`src/rtl/cla_pipe_adder.sv`:
```
// cla_pipe_adder: pipelined carry-lookahead adder/subtractor.
//   Operands are split into GROUP-bit lookahead groups. Each pipeline stage
//   resolves GROUPS_PER_STAGE groups and forwards the remaining operand bits
//   and the carry into the next unresolved group.
//   Optional macro: CLA_PIPE_CARRY_DISREGARD_EN drops the carry-out of the
//   lowest APPROX_GROUPS groups (approximate mode).
// Ports:
//   clk, rst            clock, synchronous active-high reset
//   in_valid/in_ready   operand handshake (in_ready is combinational)
//   a, b, cin, sub      operands, carry/borrow-in, subtract select
//   out_valid/out_ready result handshake
//   sum, cout, ovf      result, carry-out of top group, signed overflow
module cla_pipe_adder #(
   parameter int unsigned WIDTH            = 32,
   parameter int unsigned GROUP            = 4,
   parameter int unsigned GROUPS_PER_STAGE = 2,
   parameter int unsigned APPROX_GROUPS    = 1
) (
   input  logic             clk,
   input  logic             rst,
   input  logic             in_valid,
   output logic             in_ready,
   input  logic [WIDTH-1:0] a,
   input  logic [WIDTH-1:0] b,
   input  logic             cin,
   input  logic             sub,
   output logic             out_valid,
   input  logic             out_ready,
   output logic [WIDTH-1:0] sum,
   output logic             cout,
   output logic             ovf
);
   localparam int unsigned NG = WIDTH / GROUP;
   localparam int unsigned S  = NG / GROUPS_PER_STAGE;
   localparam int unsigned SW = GROUPS_PER_STAGE * GROUP;

   // Elaboration-time parameter sanity checks.
   if ((WIDTH % GROUP) != 0) begin : g_chk_width
      $error("cla_pipe_adder: WIDTH must be a multiple of GROUP");
   end
   if ((NG % GROUPS_PER_STAGE) != 0) begin : g_chk_stage
      $error("cla_pipe_adder: NG must be a multiple of GROUPS_PER_STAGE");
   end
   if (APPROX_GROUPS >= NG) begin : g_chk_approx
      $error("cla_pipe_adder: APPROX_GROUPS must be below NG");
   end

   // Full lookahead carries of one group: cv[i+1] as a flat sum of products.
   function automatic logic [GROUP:0] cla_carries(input logic [GROUP-1:0] p,
                                                  input logic [GROUP-1:0] g,
                                                  input logic             c);
      logic [GROUP:0] cv;
      logic           term;
      cv    = '0;
      cv[0] = c;
      for (int i = 0; i < int'(GROUP); i++) begin
         term = c;
         for (int j = 0; j <= i; j++) term &= p[j];
         cv[i+1] = term;
         for (int j = 0; j <= i; j++) begin
            term = g[j];
            for (int m = j + 1; m <= i; m++) term &= p[m];
            cv[i+1] |= term;
         end
      end
      return cv;
   endfunction

   // Global advance enable: the whole pipeline moves or freezes together.
   logic en;
   assign en       = ~out_valid | out_ready;
   assign in_ready = en;

   for (genvar k = 0; k < S; k++) begin : g_stage
      localparam int unsigned LO = k * SW;
      localparam int unsigned HI = LO + SW;
      localparam int unsigned G0 = k * GROUPS_PER_STAGE;

      logic [WIDTH-1:LO] a_in;
      logic [WIDTH-1:LO] b_in;
      logic              c_in;
      logic              v_in;
      logic [SW-1:0]     s_stage;
      logic              c_out;
      logic [HI-1:0]     s_nxt;
      logic [HI-1:0]     s_r;
      logic              c_r;
      logic              v_r;

      // Stage inputs: raw operands for stage 0, previous stage registers otherwise.
      if (k == 0) begin : g_src
         assign a_in  = a;
         assign b_in  = sub ? ~b : b;
         assign c_in  = sub ? ~cin : cin;
         assign v_in  = in_valid;
         assign s_nxt = s_stage;
      end else begin : g_src
         assign a_in  = g_stage[k-1].g_fwd.a_r;
         assign b_in  = g_stage[k-1].g_fwd.b_r;
         assign c_in  = g_stage[k-1].c_r;
         assign v_in  = g_stage[k-1].v_r;
         assign s_nxt = {s_stage, g_stage[k-1].s_r};
      end

      // Groups inside a stage chain by group carry-out.
      always_comb begin
         logic             c;
         logic [GROUP-1:0] p;
         logic [GROUP-1:0] g;
         logic [GROUP:0]   cv;
         c       = c_in;
         s_stage = '0;
         for (int unsigned gi = 0; gi < GROUPS_PER_STAGE; gi++) begin
            p  = a_in[LO + gi*GROUP +: GROUP] ^ b_in[LO + gi*GROUP +: GROUP];
            g  = a_in[LO + gi*GROUP +: GROUP] & b_in[LO + gi*GROUP +: GROUP];
            cv = cla_carries(p, g, c);
            s_stage[gi*GROUP +: GROUP] = p ^ cv[GROUP-1:0];
`ifdef CLA_PIPE_CARRY_DISREGARD_EN
            if (G0 + gi < APPROX_GROUPS) c = 1'b0;
            else                         c = cv[GROUP];
`else
            c = cv[GROUP];
`endif
         end
         c_out = c;
      end

      // Resolved sum bits, carry into next group and valid bit.
      always_ff @(posedge clk) begin
         if (rst) begin
            v_r <= 1'b0;
            c_r <= 1'b0;
            s_r <= '0;
         end else if (en) begin
            v_r <= v_in;
            c_r <= c_out;
            s_r <= s_nxt;
         end
      end

      // Unresolved operand bits travel alongside the partial result.
      if (k < S - 1) begin : g_fwd
         logic [WIDTH-1:HI] a_r;
         logic [WIDTH-1:HI] b_r;
         always_ff @(posedge clk) begin
            if (rst) begin
               a_r <= '0;
               b_r <= '0;
            end else if (en) begin
               a_r <= a_in[WIDTH-1:HI];
               b_r <= b_in[WIDTH-1:HI];
            end
         end
      end

      // Carry into the MSB is recovered as sum ^ a ^ b_e at the MSB.
      if (k == S - 1) begin : g_last
         logic ovf_r;
         always_ff @(posedge clk) begin
            if (rst) begin
               ovf_r <= 1'b0;
            end else if (en) begin
               ovf_r <= c_out ^ (s_stage[SW-1] ^ a_in[WIDTH-1] ^ b_in[WIDTH-1]);
            end
         end
      end
   end

   assign out_valid = g_stage[S-1].v_r;
   assign sum       = g_stage[S-1].s_r;
   assign cout      = g_stage[S-1].c_r;
   assign ovf       = g_stage[S-1].g_last.ovf_r;

endmodule

```
`config.mk`:
```
export PLATFORM = sky130hd
export DESIGN_NAME = cla_pipe_adder
export DESIGN_NICKNAME = d
export VERILOG_FILES = /design/src/rtl/cla_pipe_adder.sv
export SDC_FILE = /design/constraint.sdc
export NUM_CORES = 1
export LEC_CHECK = 0
export ABC_CLOCK_PERIOD_IN_PS = 4500
export CORE_ASPECT_RATIO = 1.2
export CORE_MARGIN = 8
export CORE_UTILIZATION = 35
export DETAILED_ROUTE_END_ITERATION = 12
export PLACE_DENSITY = 0.54
export SETUP_SLACK_MARGIN = 0.2
export SLEW_MARGIN = 20
export SYNTH_ARGS = -nofsm -noshare
export SYNTH_HDL_FRONTEND = slang
export SYNTH_SLANG_ARGS = --single-unit
```
`constraint.sdc`:
```
create_clock -name clk -period 4.5 [get_ports clk]
set_clock_uncertainty 0.2 [all_clocks]
set_input_delay 0.9 -clock clk [delete_from_list [all_inputs] [get_ports clk]]
set_output_delay 0.9 -clock clk [all_outputs]
set_load 0.005 [all_outputs]
```
### Word-level counts from Yosys, hierarchy flattened

Cells that the tools add are included.

* word-level logic and storage cells: 212
* output and inout port bits: 36
* input bits: 70
* register bits after elaboration: 185

* bitwise operators: 191
* mux-type cells: 2

Operator list (count)
* 1-bit bitwise OR: 81
* 1-bit AND: 80
* 4-bit bitwise XOR: 16
* 4-bit AND: 8
* 32-bit 2-to-1 mux: 1
* 32-bit NOT: 1
* 1-bit bitwise XOR: 3
* 1-bit NOT: 2
* 1-bit 2-to-1 mux: 1

### Longest topological paths before layout

Gate-level depths: netlist (run 1).

* depth after elaboration: 19
* mapped depth: 14
* gate-level depth less buffers: 12

### Worst setup path before layout (run 1)

OpenSTA, ideal clock, no wires.

* path kind: in2reg
* start: in sub
* end: reg g_stage[0].c_r
* slack: 802 ps
* data arrival time: 3363 ps
* library setup time: 134 ps
* data required time: 4166 ps
* path buffers: 2
* cell stages on the path: 13
* cell sequence: clkbuf_1 > buf_2 > xor2_1 > ha_1 > ha_1 > o21ai_0 > a21oi_1 > a21o_1 > ha_1 > o21a_1 > o22a_1 > a211oi_1 > a211oi_1

* word-level cells in the longest chain between the ends: 18
* elaborated cells between the ends (all ways): 34
* those cells by class: 2 x mux; 32 x bitwise

Ends and longest elaborated chain
* from (decl): RTL line 26 `input logic sub,`
* 32-bit 2-to-1 mux: RTL line 93 `assign b_in = sub ? ~b : b;`
* 4-bit bitwise XOR: RTL line 114 `p = a_in[LO + gi*GROUP +: GROUP] ^ b_in[LO + gi*GROUP +: GROUP];`
* 1-bit AND (4 in series): RTL line 58 `for (int j = 0; j <= i; j++) term &= p[j];`
* 1-bit bitwise OR (4 in series): RTL line 63 `cv[i+1] |= term;`
* 1-bit AND (4 in series): RTL line 58
* 1-bit bitwise OR (3 in series): RTL line 63
* 1-bit bitwise OR (*): RTL line 63
* to (signal assigned): RTL line 136 `c_r <= c_out;`
* to (decl): RTL line 87 `logic c_r;`

Every way passes the cells marked *; elsewhere a longest branch is shown, timed or not.
A chain may end at the register's enable or synchronous reset.

### Worst setup path in the final report (run 1)

* start: in b[0]
* end: reg g_stage[0].c_r

* word-level cells in the longest chain between the ends: 19
* elaborated cells between the ends (all ways): 23
* those cells by class: 1 x mux; 22 x bitwise

Ends and longest elaborated chain
* from (decl): RTL line 24 `input logic [WIDTH-1:0] b,`
* 32-bit NOT: RTL line 93
* 32-bit 2-to-1 mux (*): RTL line 93
* 4-bit bitwise XOR: RTL line 114
* 1-bit AND (4 in series): RTL line 58
* 1-bit bitwise OR (*) (4 in series): RTL line 63
* 1-bit AND (*) (4 in series): RTL line 58
* 1-bit bitwise OR (*) (4 in series): RTL line 63

Marked as above.

==> results of run 1 <==
## worst max-delay path, delay by kind of cell
kind	cells	cell delay, ns
AOI/OAI and AO/OA	7	1.35
adders and majority gates	3	0.63
buffers and inverters	1	0.47
xor gates and xnor gates	1	0.18
## report_power, final
group | total, W | leakage [nW] | internal (W) | switching, W
logic | 0.000408 | 2.03 | 0.000213 | 0.000195
registers | 0.00181 | 1.52 | 0.00175 | 0.0000568
clock network | 0.00154 | 0.285 | 0.000881 | 0.000657
## cells by family (layout without fill, tap and decap cells)
kind of cell	Yosys count	after routing	synth area share (%)
adders and majority gates	48	48	8.50
DFF	185	185	47.6
and+or+nand+nor	353	353	17.5
AOI/OAI and AO/OA	216	216	15.8
buffers and inverters	83	158	4.22
xor gates and xnor gates	56	56	6.31
## layout make-up
cell class	instances	area share [%]
clock buffers	19	4.52
clock inverters	13	1.74
inverters	17	0.718
multi-input cells	673	39.1
flip-flops and latches	185	38.7
well taps	274	3.58
repair buffers	109	11.6
## per-layer routing
metal  up-vias  part of all wire, %
li1       3202                    -
met2        77                   47
met1      2747                   49
met5         -                    0
met3        16                  2.7
met4         0                  1.3
## state kept, by name, indices dropped and copies added (netlist names)
signal	cells
g_stage.g_fwd.a_r	48
g_stage.g_fwd.b_r	48
g_stage.s_r	48
sum	32
g_stage.c_r	3
g_stage.v_r	3
cout	1
out_valid	1
ovf	1
## final timing paths
path,slack (ns),from,depth (start not counted),endpoint
max reg2reg,1.48,g_stage[2].g_fwd.a_r[24],11,ovf
min,0.25,sum[5],2,sum[5]
max,1.04,b[0],12,g_stage[0].c_r
min reg2reg,0.25,sum[5],2,sum[5]
## per-stage QoR
stage | power, W | area (sq um) | utilization (%) | hold slack (ns)
floorplan | 0.00209 | 7770 | - | 0.232
global placement | 0.00225 | 8980 | 41.2 | 0.239
detailed placement | 0.00226 | 8980 | 41.2 | 0.243
CTS | 0.00381 | 9580 | 44.0 | 0.252
global route | 0.00395 | 9580 | 44.0 | 0.268
finish | 0.00375 | 9580 | 44.0 | 0.249
## placed cells by master (no fill, tap or decap), types with 4 or more instances in the layout
master           instances
a211oi_1                39
clkdlybuf4s50_1        103
o21ai_0                  8
a21oi_1                152
inv_6                    5
clkbuf_16               17
xor2_1                  21
ha_1                    40
o21a_1                   4
nor2_1                  45
fa_1                     8
or3_1                    4
inv_1                   16
nand2b_1                 4
a21o_1                   5
nand2_1                292
xnor2_1                 35
dfxtp_1                185
==> impl_metrics.json, run 1 <==
{
  "io_buffers": 105,
  "use_met2_pct": 21.0,
  "dr.first_iter.drc_count": 251,
  "final-instance-count-excl-fill": 1290,
  "leakage_nw": 3.84,
  "cts_max_level": 4,
  "grt_max_degree": 213,
  "nets": 1121,
  "yosys-top-cells-area": "dfxtp_1 48%, nand2_1 14%, a21oi_1 9.8%",
  "core_area_sq_um": 21800,
  "setup.worst_path.class": "input pin to register",
  "clock-sinks": 185,
  "start_util_pct": 35.7,
  "wl_um": 17400,
  "synthTopCellsByCount": "292 x nand2_1, 185 x dfxtp_1, 152 x a21oi_1",
  "cts_tree": "done",
  "cts_buffer_depth": 2,
  "ys_seq_area_share_pct": 47.6,
  "avgSynthCellArea_sq_um": 8.26,
  "cts_root_buf": "clkbuf_16",
  "peakVddDrop_mv": 0.248,
  "synth_fp_nets": 1059,
  "max_slew.worst_pin.slew_ns": 0.950,
  "firstDrtPassIters": 4,
  "grt_pass1_wl_um": 29200,
  "crit_fanout": 3,
  "postCtsSetupRepairBufs": 0,
  "fin_crit_sh_pct": 76.8,
  "end_kind": "register",
  "finalSetupViolations": 0,
  "synth-edff-count": 0,
  "drive_gt1_share_pct": 4.13,
  "rows": 59,
  "crit_path_top_delay_cell": "clkdlybuf4s50_1",
  "setup_ws_ns": 1.04,
  "finalHoldViolCount": 0,
  "grt_overflow": 0,
  "netlist_area_sq_um": 7770,
  "grt-busiest-layer": "met2",
  "met1_usage_pct": 16.8,
  "dp.cells": 1258,
  "fmax_mhz": 289,
  "cp-start-kind": "input pin",
  "critPathArrivalTime_ns": 3.53,
  "ys_warn_count": 0,
  "status": "finished clean",
  "wire_per_inst_um": 13.5,
  "routabilityCongestion": 0.704,
  "filler_cell_count": 2232,
  "antennaDiodeCount": 0,
  "drt.antenna.violating_nets": 0,
  "dieArea_sq_um": 27300,
  "post_cts_resized": 0,
  "drv_cap": 0,
  "synth_seq_cells": 185,
  "synth_largest_area_cell": "dfxtp_1",
  "fin_tns_setup_ns": 0,
  "clkLatencyLatePin_ns": 0.43,
  "cts_buffers": 17,
  "dp_slack_ns": 0.614,
  "cp_common_cell": "ha_1",
  "synth_top_area_share_pct": 47.6,
  "grt_pass1_vias": 5801,
  "die_h_um": 179,
  "io_pins": 106,
  "multi_input_area_sq_um": 3750,
  "power_density_nw_per_um2": 392,
  "gr-usage-all-layers_pct": 13.0,
  "vias_per_cell": 4.68,
  "hpwl_um": 10900,
  "cts.clk_slew.worst_paths_ns": 0.07,
  "hold_buffers": 0,
  "rsz0062_at_grt": "false",
  "area_growth_pct": 23.2,
  "min-delay-path-class": "register to register",
  "crit_chain": "clkdlybuf4s50_1 -> xor2_1 -> ha_1 -> ha_1 -> o21ai_0 -> a21oi_1 -> a21o_1 -> ha_1 -> o21a_1 -> o22a_1 -> a211oi_1 -> a211oi_1",
  "maxSlewViolCount": 0,
  "synth_most_common_cell": "nand2_1",
  "route.detailed.drc": 0,
  "synth_ff_type": "dfxtp_1",
  "fin_crit_ns": 3.46,
  "die_w_um": 152,
  "grt_use_met3_pct": 2.80,
  "slew_headroom_pct": 36.6,
  "synthArstFlopShare_pct": 0,
  "seq_area_sq_um": 3700,
  "vias": 6042,
  "crit_required_ns": 4.57,
  "antenna_found_initial": 0,
  "syn_inst": 941,
  "critical-path-max-stage-delay_ns": 0.47,
  "synth_cell_types": 28
}
Power figures use the tool's default switching activity.
==> run 2, diff against run 1 <==
Settings changed: ABC_CLOCK_PERIOD_IN_PS 4500 to 3020, PLACE_DENSITY 0.54 to 0.56.
Clock period 4.5 ns to 3.02 ns, I/O delays scaled along.
==> impl_metrics.json, run 2 (same netlist as run 1, synthesis figures left out) <==
{
  "final-instance-count-excl-fill": 1297,
  "grt_overflow": 0,
  "fmax_mhz": 364,
  "max_slew.worst_pin.slew_ns": 0.860,
  "filler_cell_count": 2236,
  "crit_fanout": 3,
  "cts_root_buf": "clkbuf_16",
  "comb_power_share_pct": 11.6,
  "cts_tree": "done",
  "leakage_nw": 3.86,
  "wire_per_inst_um": 13.4,
  "status": "finished clean",
  "clock-sinks": 185,
  "min-delay-path-class": "register to register",
  "fin_crit_sh_pct": 91.0,
  "drt.antenna.violating_nets": 0,
  "drive_gt1_share_pct": 6.45,
  "wl_um": 17400,
  "area_growth_pct": 25.0,
  "slew_headroom_pct": 42.7,
  "nets": 1129,
  "die_h_um": 179,
  "vias": 6007,
  "core_area_sq_um": 21800,
  "fin_tns_setup_ns": 0,
  "maxSlewViolCount": 0,
  "p_sw_w": 0.00133,
  "dieArea_sq_um": 27300,
  "crit_chain": "ha_4 -> ha_1 -> o21ai_2 -> a21oi_2 -> a21o_1 -> ha_2 -> o211a_1 -> or3_4 -> a31oi_4 -> xnor2_2 -> a211oi_2",
  "whs_path_depth": 2,
  "cts_max_level": 4,
  "firstDrtPassIters": 6,
  "grt_pass1_wl_um": 28800,
  "critical-path-max-stage-delay_ns": 0.37,
  "mostFrequentLayoutCells": "292 x nand2_1, 183 x dfxtp_1, 150 x a21oi_1",
  "cts_buffer_depth": 2,
  "start_util_pct": 35.7,
  "routabilityCongestion": 0.719,
  "reg2reg_from": "g_stage[2].g_fwd.b_r[24]",
  "peakVddDrop_mv": 0.321,
  "hpwl_um": 11200,
  "cp-start-kind": "register",
  "crit_path_top_delay_cell": "or3_4",
  "critPathArrivalTime_ns": 2.82,
  "io_pins": 106,
  "io_buffers": 105,
  "vias_per_cell": 4.63,
  "swShare_pct": 24.3,
  "ff2ff_path_depth": 11,
  "antennaDiodeCount": 0,
  "grt_max_degree": 213,
  "antenna_found_initial": 0,
  "gr-usage-all-layers_pct": 12.7,
  "intPower_w": 0.00415,
  "clkLatencyLatePin_ns": 0.42,
  "grt_pass1_vias": 5722,
  "setup.worst_path.class": "register to register",
  "power_density_nw_per_um2": 564,
  "end_kind": "register",
  "top_regs": "g_stage.g_fwd.a_r: 48 flops, g_stage.g_fwd.b_r: 48 flops, g_stage.s_r: 48 flops",
  "min-delay-start": "sum[31]",
  "fin_crit_ns": 2.75,
  "finalSetupViolations": 0,
  "dp.cells": 1264,
  "mostFrequentLayoutCell": "nand2_1",
  "crit_required_ns": 3.09,
  "timing.reg2reg.setup_slack_ns": 0.27,
  "seqPwrFrac_pct": 49.1,
  "cts.clk_slew.worst_paths_ns": 0.07,
  "drv_cap": 0,
  "min_to": "sum[31]",
  "power_frac_clock_pct": 39.2,
  "route.detailed.drc": 0,
  "dr.first_iter.drc_count": 238,
  "hold_buffers": 0,
  "finalCoreUtilization_pct": 44.6,
  "finalHoldViolCount": 0,
  "cts_buffers": 17,
  "r2r-end": "ovf",
  "rsz0062_at_grt": "true",
  "rows": 59,
  "die_w_um": 152,
  "whs_ns": 0.250
}
## run 2: power groups by stage
stage	clock network, W	registers, W	logic [W]
after floorplan	0	0.00273	0.000406
after global placement	0	0.00274	0.000633
after detailed placement	0	0.00275	0.000641
after CTS	0.00222	0.00269	0.000645
after global routing	0.00232	0.00271	0.000718
final	0.00215	0.00269	0.000638
## run 2: worst max-delay path, delay by kind of cell (launching register included)
family / cells / cell delay (ns)
fa+ha+maj: 3 / 0.60
flops: 1 / 0.34
simple gates: 1 / 0.37
xor+xnor: 1 / 0.14
compound gates: 6 / 0.95
## run 2: repair_timing
action | in CTS | in global routing
pin swaps | 4 | 7
setup buffers | 0 | 2
resized for setup | 3 | 12
setup endpoints to repair | 4 | 6
## run 2: cell type report
cell class | count | area [sq um] | share of cell area (%)
inverter | 17 | 68.8 | 0.708
timing repair buffer | 117 | 1200 | 12.3
multi-input combinational | 673 | 3830 | 39.4
clock buffer | 22 | 474 | 4.88
tap | 274 | 343 | 3.53
clock inverter | 9 | 92.6 | 0.953
sequential | 185 | 3710 | 38.2
## run 2: stage by stage
| stage | setup WS [ns] | cell area [sq um] | power (W) |
|---|---|---|---|
| floorplan | 0.0346 | 7840 | 0.00314 |
| global placement | -0.314 | 9080 | 0.00338 |
| detailed placement | -0.327 | 9080 | 0.00339 |
| CTS | 0.144 | 9650 | 0.00556 |
| global route | 0.149 | 9710 | 0.00576 |
| finish | 0.273 | 9710 | 0.00548 |
## run 2: worst max-delay path by stage
| stage | start | cells past startpoint | slack (ns) | to |
|---|---|---|---|---|
| finish | g_stage[2].g_fwd.b_r[24] | 11 | 0.27 | ovf |
| global route | g_stage[2].g_fwd.b_r[24] | 11 | 0.15 | ovf |
| CTS | g_stage[2].g_fwd.a_r[24] | 11 | 0.14 | ovf |
| detailed placement | b[0] | 13 | -0.33 | g_stage[0].s_r[7] |
| global placement | b[0] | 13 | -0.31 | g_stage[0].s_r[7] |
| floorplan | sub | 14 | 0.03 | g_stage[0].s_r[7] |
## run 2: metal layers
metal  part of all wire, %  vias to the layer above  routed length (um)  global-route usage [%]
met1                    49                     2709                8490                    16.3
li1                      -                     3213                   -                       -
met4                   1.2                        0                 202                    3.38
met3                   3.0                        8                 518                    2.87
met2                    47                       77                8170                    21.2
met5                     0                        -                   0                       0
